### config.mk
export PLATFORM = sky130hd
export DESIGN_NAME = booth_mult_seq_flat
export DESIGN_NICKNAME = d
export VERILOG_FILES = /design/src/rtl/booth_pkg.sv /design/src/rtl/booth_mult_seq_if.sv /design/src/rtl/booth_recode.sv /design/src/rtl/booth_mult_seq.sv /design/src/flat_wrapper.sv
export SDC_FILE = /design/constraint.sdc
export NUM_CORES = 1
export LEC_CHECK = 0
export ABC_AREA = 1
export BUFFER_PORTS_ARGS = -buffer_cell sky130_fd_sc_hd__buf_2
export CAP_MARGIN = 15
export CORE_MARGIN = 1.5
export CORE_UTILIZATION = 62
export CTS_BUF_LIST = sky130_fd_sc_hd__clkbuf_16
export DETAILED_ROUTE_END_ITERATION = 6
export PLACE_DENSITY = 0.93
export SLEW_MARGIN = 10
export SYNTH_ARGS = -nofsm -noshare
export SYNTH_HDL_FRONTEND = slang
export SYNTH_HIERARCHICAL = 1
export SYNTH_SLANG_ARGS = --single-unit
### constraint.sdc
create_clock -name clk -period 7.7 [get_ports clk]
set_input_delay 0.77 -clock clk [delete_from_list [all_inputs] [get_ports clk]]
set_output_delay 0.77 -clock clk [all_outputs]
set_load 0.005 [all_outputs]
### src/rtl/booth_pkg.sv
// Shared constants, digit type and iteration-count helper for the sequential Booth multiplier.
// Radix selection follows the BOOTH_RADIX4_EN macro (defined: radix-4, undefined: radix-2).
package booth_pkg;

    localparam logic [0:0] StIdle = 1'b0;
    localparam logic [0:0] StRun  = 1'b1;

`ifdef BOOTH_RADIX4_EN
    localparam bit Radix4 = 1'b1;
`else
    localparam bit Radix4 = 1'b0;
`endif

    localparam int unsigned MinWidth = 2;
    localparam int unsigned MaxWidth = 32;

    // Recoded Booth digit: zero wins over the other flags; two selects 2*M.
    typedef struct packed {
        logic neg;
        logic zero;
        logic two;
    } booth_digit_t;

    function automatic int unsigned booth_iter(input int unsigned width, input bit radix4);
        return radix4 ? (width + 2) / 2 : width + 1;
    endfunction

    localparam int unsigned CntW = $clog2(booth_iter(MaxWidth, Radix4) + 1);

endpackage

### src/rtl/booth_mult_seq_if.sv
// Start/busy/done handshake bundle between a requester and booth_mult_seq.
interface booth_mult_seq_if #(
    parameter int unsigned WIDTH = 8
);

    logic               start;
    logic               tc;
    logic [WIDTH-1:0]   a;
    logic [WIDTH-1:0]   b;
    logic [2*WIDTH-1:0] ab;
    logic               busy;
    logic               done;

    modport master (
        output start,
        output tc,
        output a,
        output b,
        input  ab,
        input  busy,
        input  done
    );

    modport slave (
        input  start,
        input  tc,
        input  a,
        input  b,
        output ab,
        output busy,
        output done
    );

endinterface

### src/rtl/booth_recode.sv
// Combinational Booth digit recoder: {q1, q0, q_-1} -> {neg, zero, two}.
// Radix-2 uses only {q0, q_-1} and never asserts two.
module booth_recode
    import booth_pkg::*;
#(
    parameter bit Radix4En = 1'b0
) (
    input  logic [2:0]   bits_i,
    output booth_digit_t digit_o
);

    logic unused_msb;
    assign unused_msb = bits_i[2];

    always_comb begin
        digit_o.neg  = 1'b0;
        digit_o.zero = 1'b1;
        digit_o.two  = 1'b0;
        if (Radix4En) begin
            unique case (bits_i)
                3'b001, 3'b010: begin
                    digit_o.zero = 1'b0;
                end
                3'b011: begin
                    digit_o.zero = 1'b0;
                    digit_o.two  = 1'b1;
                end
                3'b100: begin
                    digit_o.neg  = 1'b1;
                    digit_o.zero = 1'b0;
                    digit_o.two  = 1'b1;
                end
                3'b101, 3'b110: begin
                    digit_o.neg  = 1'b1;
                    digit_o.zero = 1'b0;
                end
                default: ;
            endcase
        end else begin
            unique case (bits_i[1:0])
                2'b01: begin
                    digit_o.zero = 1'b0;
                end
                2'b10: begin
                    digit_o.neg  = 1'b1;
                    digit_o.zero = 1'b0;
                end
                default: ;
            endcase
        end
    end

endmodule

### src/rtl/booth_mult_seq.sv
// Sequential signed/unsigned Booth multiplier with start/busy/done handshake.
// BOOTH_RADIX4_EN selects radix-4 recoding (two multiplier bits per cycle); default is radix-2.
module booth_mult_seq #(
    parameter int unsigned WIDTH = 8
) (
    input logic             clk,
    input logic             rst,
    booth_mult_seq_if.slave bus
);
    import booth_pkg::*;

    localparam int unsigned Iter  = booth_iter(WIDTH, Radix4);
    localparam int unsigned AccW  = Radix4 ? WIDTH + 2 : WIDTH + 1;
    localparam int unsigned MulW  = Radix4 ? 2 * Iter : WIDTH + 1;
    localparam int unsigned Shift = Radix4 ? 2 : 1;
    // Two guard bits keep A +/- 2M exact before the shift discards them.
    localparam int unsigned SumW  = AccW + 2;

    if (WIDTH < MinWidth || WIDTH > MaxWidth) begin : g_width_check
        $error("booth_mult_seq: WIDTH must be within 2..32");
    end

    logic [0:0]         state_q, state_d;
    logic [CntW-1:0]    cnt_q, cnt_d;
    logic [AccW-1:0]    acc_q, acc_d;
    logic [AccW-1:0]    m_q, m_d;
    logic [MulW-1:0]    mq_q, mq_d;
    logic               qm1_q, qm1_d;
    logic [2*WIDTH-1:0] ab_q, ab_d;
    logic               busy_q, busy_d;
    logic               done_q, done_d;

    logic               sign_a, sign_b;
    logic [AccW-1:0]    m_load;
    logic [MulW-1:0]    mq_load;

    booth_digit_t       digit;
    logic [SumW-1:0]    acc_sx, m_sx, pp, pp_sel, sum;
    logic [AccW-1:0]    step_acc;
    logic [MulW-1:0]    step_mq;
    logic               step_qm1;
    logic [AccW+MulW-1:0] prod_full;
    logic               unused_bits;

    assign sign_a  = bus.tc & bus.a[WIDTH-1];
    assign sign_b  = bus.tc & bus.b[WIDTH-1];
    assign m_load  = {{(AccW - WIDTH){sign_a}}, bus.a};
    assign mq_load = {{(MulW - WIDTH){sign_b}}, bus.b};

    booth_recode #(
        .Radix4En (Radix4)
    ) u_recode (
        .bits_i  ({mq_q[1], mq_q[0], qm1_q}),
        .digit_o (digit)
    );

    always_comb begin
        acc_sx = {{2{acc_q[AccW-1]}}, acc_q};
        m_sx   = {{2{m_q[AccW-1]}}, m_q};
        pp     = digit.two ? {m_sx[SumW-2:0], 1'b0} : m_sx;
        pp_sel = digit.zero ? '0 : (digit.neg ? -pp : pp);
        sum    = acc_sx + pp_sel;
    end

    // Arithmetic right shift of {A, Q, q_-1}; the sum's guard bits supply the true sign.
    assign step_acc  = sum[Shift +: AccW];
    assign step_mq   = {sum[Shift-1:0], mq_q[MulW-1:Shift]};
    assign step_qm1  = mq_q[Shift-1];
    assign prod_full = {step_acc, step_mq};

    assign unused_bits = ^{prod_full, sum};

    always_comb begin
        state_d = state_q;
        cnt_d   = cnt_q;
        acc_d   = acc_q;
        m_d     = m_q;
        mq_d    = mq_q;
        qm1_d   = qm1_q;
        ab_d    = ab_q;
        busy_d  = busy_q;
        done_d  = 1'b0;
        unique case (state_q)
            StIdle: begin
                if (bus.start) begin
                    acc_d   = '0;
                    m_d     = m_load;
                    mq_d    = mq_load;
                    qm1_d   = 1'b0;
                    cnt_d   = CntW'(Iter);
                    busy_d  = 1'b1;
                    state_d = StRun;
                end
            end
            StRun: begin
                acc_d = step_acc;
                mq_d  = step_mq;
                qm1_d = step_qm1;
                cnt_d = cnt_q - CntW'(1);
                if (cnt_q == CntW'(1)) begin
                    ab_d    = prod_full[2*WIDTH-1:0];
                    done_d  = 1'b1;
                    busy_d  = 1'b0;
                    state_d = StIdle;
                end
            end
            default: begin
                state_d = StIdle;
                busy_d  = 1'b0;
            end
        endcase
    end

    always_ff @(posedge clk or posedge rst) begin
        if (rst) begin
            state_q <= StIdle;
            cnt_q   <= '0;
            acc_q   <= '0;
            m_q     <= '0;
            mq_q    <= '0;
            qm1_q   <= 1'b0;
            ab_q    <= '0;
            busy_q  <= 1'b0;
            done_q  <= 1'b0;
        end else begin
            state_q <= state_d;
            cnt_q   <= cnt_d;
            acc_q   <= acc_d;
            m_q     <= m_d;
            mq_q    <= mq_d;
            qm1_q   <= qm1_d;
            ab_q    <= ab_d;
            busy_q  <= busy_d;
            done_q  <= done_d;
        end
    end

    assign bus.ab   = ab_q;
    assign bus.busy = busy_q;
    assign bus.done = done_q;

endmodule

### src/flat_wrapper.sv
// flat-port wrapper written by rule: the top's interface ports become plain ports
module booth_mult_seq_flat import booth_pkg::*;
#(
    parameter int unsigned WIDTH = 8
)
  (clk, rst, bus_start, bus_tc, bus_a, bus_b, bus_ab, bus_busy, bus_done);
  booth_mult_seq_if #(.WIDTH(WIDTH)) bus_i ();
  input logic clk;
  input logic rst;
  input wire logic [$bits(bus_i.start)-1:0] bus_start;
  input wire logic [$bits(bus_i.tc)-1:0] bus_tc;
  input wire logic [$bits(bus_i.a)-1:0] bus_a;
  input wire logic [$bits(bus_i.b)-1:0] bus_b;
  output wire logic [$bits(bus_i.ab)-1:0] bus_ab;
  output wire logic [$bits(bus_i.busy)-1:0] bus_busy;
  output wire logic [$bits(bus_i.done)-1:0] bus_done;
  assign bus_i.start = bus_start;
  assign bus_i.tc = bus_tc;
  assign bus_i.a = bus_a;
  assign bus_i.b = bus_b;
  assign bus_ab = bus_i.ab;
  assign bus_busy = bus_i.busy;
  assign bus_done = bus_i.done;
  booth_mult_seq #(.WIDTH(WIDTH)) u_core (.clk(clk), .rst(rst), .bus(bus_i));
endmodule
==> results by group, run 1 <==
Global routing
  • Remaining global-route overflow: 0
  • Global-route usage over all layers: 0.305
  • Largest net degree at the start of global routing: 54
  • Vias in the first global route: 2647
  • First-pass GRT wire length: 11900 um
  • Initial antenna violation count: 0

Setup path
  • Worst EP arrival: 3.18 ns
  • Worst-path cell chain: inv_1 -> o21ai_0 -> inv_1 -> ha_1 -> nor2_1 -> o21ai_0 -> a21oi_1 -> ha_1 -> a21o_1 -> nand2_1 -> nand2_1 -> a21oi_2 -> nor2_1 -> nor2_1 -> xor2_1 -> o21ai_1
  • CP max stage cell: dfrtp_1
  • Reg2Reg Capture Point: u_core/bus.ab[15]$_DFFE_PP0P_
  • Crit path launch type: register
  • CP Class: reg -> reg
  • Worst R2R Setup Slack: 4.68 ns
  • Worst EP required: 7.86 ns
  • Most Frequent Cell on Critical Path: nor2_1
  • CP Buf/Inv Count: 2
  • Family with the most delay on the worst path: compound AO/OA/AOI/OAI gates
  • R2R Path Start: u_core/m_q[1]$_DFFE_PP0P_
  • Worst Reg-to-Reg Cells: 16
  • Critical path fanouts, max: 5
  • Endpoint type of the worst setup path: register
  • Slowest stage delay, CP: 0.32 ns

Place
  • Placed cells: 425
  • Port bufs: 37
  • Detail Placement HPWL: 4660 um
  • Final Wtd Congestion: 1.01
  • Dpl ws: 5.02 ns

Clock tree
  • Clock Tree Buf Depth: 2
  • Sink Count: 53
  • CTS tree: done
  • Post-CTS Resized: 0
  • Inserted Clock Buffers: 5
  • CTS Hold Bufs: 0
  • H-tree Lvls: 2
  • Clk_lat worst skew: 0.29 ns
  • Clk slew on worst S/H paths: 0.07 ns
  • Setup bufs post-CTS: 0
  • Clock root cell: clkbuf_16

Logic synthesis
  • Largest family of logic cells by synthesized area: simple AND/OR/NAND/NOR gates
  • Share of the yosys chip area belonging to registers: 0.464
  • Syn_nets: 380
  • #FFs+latches synth: 53
  • XOR/XNOR Fraction of Synth Area: 0.0184
  • Synth Area in Adders: 0.0640
  • Syn Area/Cell: 8.26 um2
  • Cells after Synth: 346
  • Synth Area in Simple Gates: 0.215
  • Synthesized area: 2860 um2
  • Compound-gate portion of the synthesized area: 0.160
  • Post-synthesis cell type count: 35
  • Post-synthesis mux area share: 0
  • Yosys warns: 6

Power and ir drop
  • Leak: 1.68 nW
  • Tot Pwr: 1.68 mW
  • Internal power: 897 uW
  • Combinational power share: 0.561
  • Sw Ratio: 0.467
  • Maximum vdd drop: 0.256 mV
  • P_sw: 787 uW
  • Pwr dens: 520 nW/um2
  • Flop pwr share: 0.307
  • Clock power share: 0.132

Die
  • Starting Density: 0.652
  • DIE AREA: 5020 um2
  • Cell row count: 24
  • Die Ht: 70.9 um
  • Core ar.: 4380 um2
  • Die Wd: 70.9 um
  • Ports: 38

Flow run
  • Maximum Capacitance Violations: 0

Routing
  • Vias/cell: 5.92
  • Post-DRT Antenna Nets: 0
  • DRT Pass-1 Iters: 7
  • DRC errors left: 0
  • Vias: 2575
  • DRT iter0 DRCs: 306
  • DR WL/cell: 16.1 um
  • Drt total wl: 6990 um

Cells and area
  • Fill count: 310
  • Area growth, synth to finish: 13.3%
  • Final std cells w/o fill: 435
  • Proportion of layout cells with a drive suffix above 1: 0.164
  • Area of the multi-input gates: 1310 um2
  • ANT cells: 0
  • Final #Nets: 416
  • Register area: 1330 um2
  • Post-Route Utilization: 0.738

STA
  • Final worst slack: 4.68 ns
  • Final setup fails: 0
  • Worst-Margin Slew: 1.06 ns
  • FMAX: 331 MHz
  • Min Tclk post-route: 3.02 ns
  • RSZ-0062 raised after global routing: false
  • Final Max Tran Viols: 0
  • Final setup TNS: 0 ns
  • Clock skew: 0.00307 ns
  • Relative slew slack: 0.291
  • Final worst path period share: 0.392
  • Fin. Hold Viols: 0

Hold path
  • Worst Hold Class: in -> async

Outcome
  • Status: finished, final reports clean
## through the flow
stage	hold WS (ns)	area, um2
after floorplan	0.453	2860
after global placement	0.448	3060
after detailed placement	0.468	3060
after CTS	0.485	3200
after global routing	0.420	3240
final	0.406	3240
## power by group through the flow
| stage | sequential (mW) | combinational [mW] | clock (mW) |
|---|---|---|---|
| floorplan | 0.497 | 0.663 | 0 |
| global placement | 0.508 | 0.821 | 0 |
| detailed placement | 0.514 | 0.892 | 0 |
| CTS | 0.516 | 0.919 | 0.225 |
| global route | 0.534 | 1.05 | 0.238 |
| finish | 0.517 | 0.945 | 0.222 |
## cell families after synthesis
| kind of cell | after synthesis |
|---|---|
| flip-flops | 53 |
| AND/OR/NAND/NOR | 139 |
| AO/OA/AOI/OAI | 80 |
| XOR/XNOR | 6 |
| adder cells (fa/ha/maj) | 14 |
| buffers and inverters | 53 |
| other | 1 |
## layer usage
layer | part of all wire | vias up | GRT usage
met1 | 0.38 | 1205 | 0.363
met4 | 0.042 | 0 | 0.159
li1 | - | 1200 | -
met2 | 0.51 | 134 | 0.524
met3 | 0.068 | 36 | 0.0598
met5 | 0 | - | 0
## flip-flops by register name (all words and copies together), names as in the netlist
register,count
u_core/acc_q,9
u_core/qm1_q,1
u_core/state_q,1
u_core/bus.ab,16
u_core/cnt_q,6
u_core/bus.done,1
u_core/bus.busy,1
u_core/m_q,9
u_core/mq_q,9
## synth_stat cells
master | number | area share
inv_6 | 1 | 0.0031
nor2_4 | 1 | 0.0039
clkbuf_1 | 8 | 0.011
dfrtp_1 | 53 | 0.46
fa_1 | 1 | 0.0070
a21oi_1 | 14 | 0.025
a211oi_1 | 1 | 0.0026
o21ai_0 | 40 | 0.070
clkbuf_4 | 1 | 0.0026
a31oi_1 | 1 | 0.0022
nand2_2 | 6 | 0.013
a22o_1 | 1 | 0.0031
a21oi_2 | 1 | 0.0031
o22ai_1 | 2 | 0.0044
o21a_1 | 2 | 0.0053
o211ai_1 | 2 | 0.0053
o221ai_1 | 3 | 0.0092
inv_1 | 41 | 0.054
nor2_1 | 17 | 0.022
conb_1 | 1 | 0.0013
buf_6 | 1 | 0.0039
a22oi_1 | 6 | 0.016
nor3_1 | 4 | 0.0070
a21o_1 | 3 | 0.0079
buf_4 | 1 | 0.0026
xor2_1 | 5 | 0.015
ha_1 | 13 | 0.057
o21ai_1 | 4 | 0.0070
nand2_1 | 87 | 0.11
xnor2_1 | 1 | 0.0031
nand3_1 | 12 | 0.021
and3_1 | 1 | 0.0022
nand2_4 | 4 | 0.016
nand4_1 | 5 | 0.011
nor2_2 | 2 | 0.0044
## layout make-up
cell class | count | area share
multi-input combinational | 240 | 0.405
clock inverter | 3 | 0.00657
clock buffer | 5 | 0.0387
tap | 52 | 0.0201
timing repair buffer | 40 | 0.0692
sequential | 53 | 0.410
inverter | 42 | 0.0503
## layout by cell type (no fill, tap or decap), types with 2 or more instances in the layout
cell / n
a21o_1: 3
a21oi_1: 14
a22oi_1: 6
buf_2: 37
clkbuf_16: 5
dfrtp_1: 53
ha_1: 13
inv_1: 40
inv_6: 2
nand2_1: 87
nand2_2: 6
nand2_4: 4
nand3_1: 12
nand4_1: 5
nor2_1: 17
nor2_2: 2
nor3_1: 4
o211ai_1: 2
o21a_1: 2
o21ai_0: 40
o21ai_1: 4
o221ai_1: 3
o22ai_1: 2
xor2_1: 5
## how the worst max path moves through the flow
stage                              startpoint  slack (ns)  cells past startpoint                            end
floorplan            u_core/qm1_q$_DFFE_PP0P_        5.26                     16    u_core/acc_q[6]$_DFFE_PP0P_
global placement    u_core/m_q[1]$_DFFE_PP0P_        5.19                     13  u_core/bus.ab[14]$_DFFE_PP0P_
detailed placement   u_core/qm1_q$_DFFE_PP0P_        5.02                     15  u_core/bus.ab[15]$_DFFE_PP0P_
CTS                 u_core/m_q[1]$_DFFE_PP0P_        4.79                     16  u_core/bus.ab[15]$_DFFE_PP0P_
global route        u_core/m_q[1]$_DFFE_PP0P_        4.51                     16  u_core/bus.ab[15]$_DFFE_PP0P_
finish              u_core/m_q[1]$_DFFE_PP0P_        4.68                     16  u_core/bus.ab[15]$_DFFE_PP0P_
Power figures use the tool's default switching activity.
==> run 2: changes to the inputs <==
--- a/config.mk
+++ b/config.mk
@@ -9,10 +9,10 @@
 export BUFFER_PORTS_ARGS = -buffer_cell sky130_fd_sc_hd__buf_2
 export CAP_MARGIN = 15
 export CORE_MARGIN = 1.5
-export CORE_UTILIZATION = 62
+export CORE_UTILIZATION = 57
 export CTS_BUF_LIST = sky130_fd_sc_hd__clkbuf_16
 export DETAILED_ROUTE_END_ITERATION = 6
-export PLACE_DENSITY = 0.93
+export PLACE_DENSITY = 0.87
 export SLEW_MARGIN = 10
 export SYNTH_ARGS = -nofsm -noshare
 export SYNTH_HDL_FRONTEND = slang
==> constraint.sdc (replaced) <==
create_clock -name clk -period 2.9 [get_ports clk]
set_input_delay 0.29 -clock clk [delete_from_list [all_inputs] [get_ports clk]]
set_output_delay 0.29 -clock clk [all_outputs]
set_load 0.005 [all_outputs]
==> run 2 against run 1 <==
Hold slack got worse by 0.20 ns. Clock power rose to 2.9 times the previous value. Flip-flop and latch count did not move. Global-route usage fell by 6.6 points. Die area rose by 8.4%. Sequential power rose to 2.6 times the previous value. First-iteration DRC count fell by 20%. Via count fell by 5.4%. Utilization fell by 5.0 points.
==> results by group, run 2 (synthesized netlist as in run 1, its figures left out) <==
Outcome
  • Status: finished, final reports clean

Place
  • Detail Placement HPWL: 4240 um (-9.1%)
  • Final Wtd Congestion: 1.01 (+0.66%)
  • Dpl cell area: 3080 um2 (+0.86%)
  • Port bufs: 37 (unchanged)

STA
  • FMAX: 369 MHz (+11%)
  • Final setup fails: 0 (unchanged)
  • RSZ-0062 raised after global routing: false
  • Fin. Hold Viols: 0 (unchanged)
  • Worst-Margin Slew: 0.972 ns (-0.0880 ns)
  • Final worst path period share: 0.934 (+0.542)
  • Final Max Tran Viols: 0 (unchanged)
  • Clock skew: 0.00469 ns (+0.00161 ns)
  • Min Tclk post-route: 2.71 ns (-0.309 ns)
  • Hold Slack: 0.206 ns (-0.201 ns)
  • Final setup TNS: 0 ns (unchanged)
  • Relative slew slack: 0.350 (+0.0589)

Setup path
  • Worst EP required: 3.08 ns (-4.78 ns)
  • Endpoint type of the worst setup path: register
  • Crit path launch type: register
  • Worst EP arrival: 2.89 ns (-0.29 ns)
  • CP Class: reg -> reg
  • Critical path fanouts, max: 4 (-1)

Die
  • Starting Density: 0.597 (-0.0547)
  • Ports: 38 (unchanged)
  • Cell row count: 25 (+4.2%)
  • Core ar.: 4790 um2 (+9.2%)
  • Die Ht: 73.8 um (+4.1%)
  • DIE AREA: 5440 um2 (+8.4%)
  • Die Wd: 73.8 um (+4.1%)

Routing
  • DRC errors left: 0 (unchanged)
  • Drt total wl: 6070 um (-13%)
  • DRT iter0 DRCs: 245 (-20%)
  • DRT Pass-1 Iters: 5 (-2)
  • Post-DRT Antenna Nets: 0 (unchanged)
  • Vias: 2437 (-5.4%)
  • DR WL/cell: 13.4 um (-16%)
  • Vias/cell: 5.39 (-8.9%)

Power and ir drop
  • Pwr dens: 1350 nW/um2 (+160%)
  • Maximum vdd drop: 0.650 mV (+150%)
  • Tot Pwr: 4.44 mW (+160%)
  • Leak: 1.70 nW (+1.2%)

Global routing
  • Initial antenna violation count: 0 (unchanged)
  • Vias in the first global route: 2285 (-14%)
  • Remaining global-route overflow: 0 (unchanged)
  • First-pass GRT wire length: 9950 um (-16%)
  • Met1 Track Usage GR: 0.299 (-0.0648)
  • Most used routing layer: met2
  • GR Layer Usage met2: 0.411 (-0.113)
  • Met3 usage: 0.0412 (-0.0187)
  • Largest net degree at the start of global routing: 54 (unchanged)
  • Global-route usage over all layers: 0.239 (-0.0663)

Clock tree
  • Clock Tree Buf Depth: 2 (unchanged)
  • H-tree Lvls: 2 (unchanged)
  • Clock root cell: clkbuf_16
  • Inserted Clock Buffers: 5 (unchanged)
  • CTS tree: done
  • Clk_lat worst skew: 0.29 ns (about the same)
  • Clk slew on worst S/H paths: 0.06 ns (about the same)
  • Sink Count: 53 (unchanged)

Hold path
  • Worst Hold Class: in -> reg

Cells and area
  • Area growth, synth to finish: 15.2%
  • Final #Nets: 419 (+0.72%)
  • Fill count: 330 (+6.5%)
  • Commonest non-fill, non-tap cell in the layout: nand2_1
  • Most frequent cells in the layout: nand2_1 (87), dfrtp_1 (53), inv_1 (40)
  • Area of the multi-input gates: 1310 um2 (+0.19%)
  • Max FFs per register: 16 (unchanged)
  • Design Area, Final: 3290 um2 (+1.7%)
  • Register area: 1330 um2 (unchanged)
  • Proportion of layout cells with a drive suffix above 1: 0.171 (+0.00694)
  • ANT cells: 0 (unchanged)

Flow run
  • Maximum Capacitance Violations: 0 (unchanged)
## run 2: routing by layer
layer | vias to the layer above | routed length [um]
li1 | 1205 | -
met1 | 1139 | 2620
met2 | 79 | 3020
met3 | 14 | 313
met4 | 0 | 113
met5 | - | 0
## run 2: per-stage QoR
stage / util / instances / setup WS, ns
detailed placement: 0.644 / 441 / 0.292
global route: 0.688 / 452 / 0.0173
floorplan: - / 346 / 0.464
CTS: 0.678 / 448 / 0.187
finish: 0.688 / 452 / 0.190
global placement: 0.644 / 441 / 0.412
## run 2: final cells by class
class / count / share of cell area
timing repair buffer: 43 / 0.0745
tap: 67 / 0.0255
clock buffer: 5 / 0.0380
inverter: 42 / 0.0494
multi-input combinational: 240 / 0.399
sequential: 53 / 0.403
clock inverter: 2 / 0.0106
## run 2: timing repair
action	CTS	global route
buffers inserted	0	2
gates resized for setup	0	2
setup endpoints to repair	0	5
hold buffers	0	1
endpoints found under the hold margin	0	11
## run 2: path summary, 6_finish.rpt
kind | from | endpoint | slack [ns] | cells past startpoint
max | u_core/m_q[1]$_DFFE_PP0P_ | u_core/acc_q[8]$_DFFE_PP0P_ | 0.19 | 17
min | bus_a[3] | u_core/m_q[3]$_DFFE_PP0P_ | 0.21 | 3
max reg2reg | u_core/m_q[1]$_DFFE_PP0P_ | u_core/acc_q[8]$_DFFE_PP0P_ | 0.19 | 17
min reg2reg | u_core/bus.busy$_DFFE_PP0P_ | u_core/bus.busy$_DFFE_PP0P_ | 0.47 | 2
max in group asynchronous | rst | u_core/bus.ab[14]$_DFFE_PP0P_ | 1.91 | 4
min in group asynchronous | rst | u_core/m_q[3]$_DFFE_PP0P_ | 0.49 | 3
## run 2: where the power goes
group / total, mW / switching (mW) / leakage (nW) / internal (mW)
clock network: 0.646 / 0.246 / 0.0797 / 0.400
registers: 1.36 / 0.235 / 0.636 / 1.13
logic: 2.43 / 1.46 / 0.988 / 0.972
total: 4.44 / 1.94 / 1.70 / 2.50
## run 2: critical path, stage by stage (launching register included)
cell and delay, ns:
dfrtp_1 0.33, inv_1 0.08, o21ai_1 0.15, inv_1 0.08, ha_1 0.23, nand3_1 0.12
a21oi_1 0.08, nor3_1 0.27, ha_1 0.33, a21o_1 0.21, inv_1 0.07, nor2_1 0.04
a211oi_1 0.20, nand3_1 0.15, inv_1 0.09, nand2_1 0.06, nand3_1 0.06, nand2_1 0.07
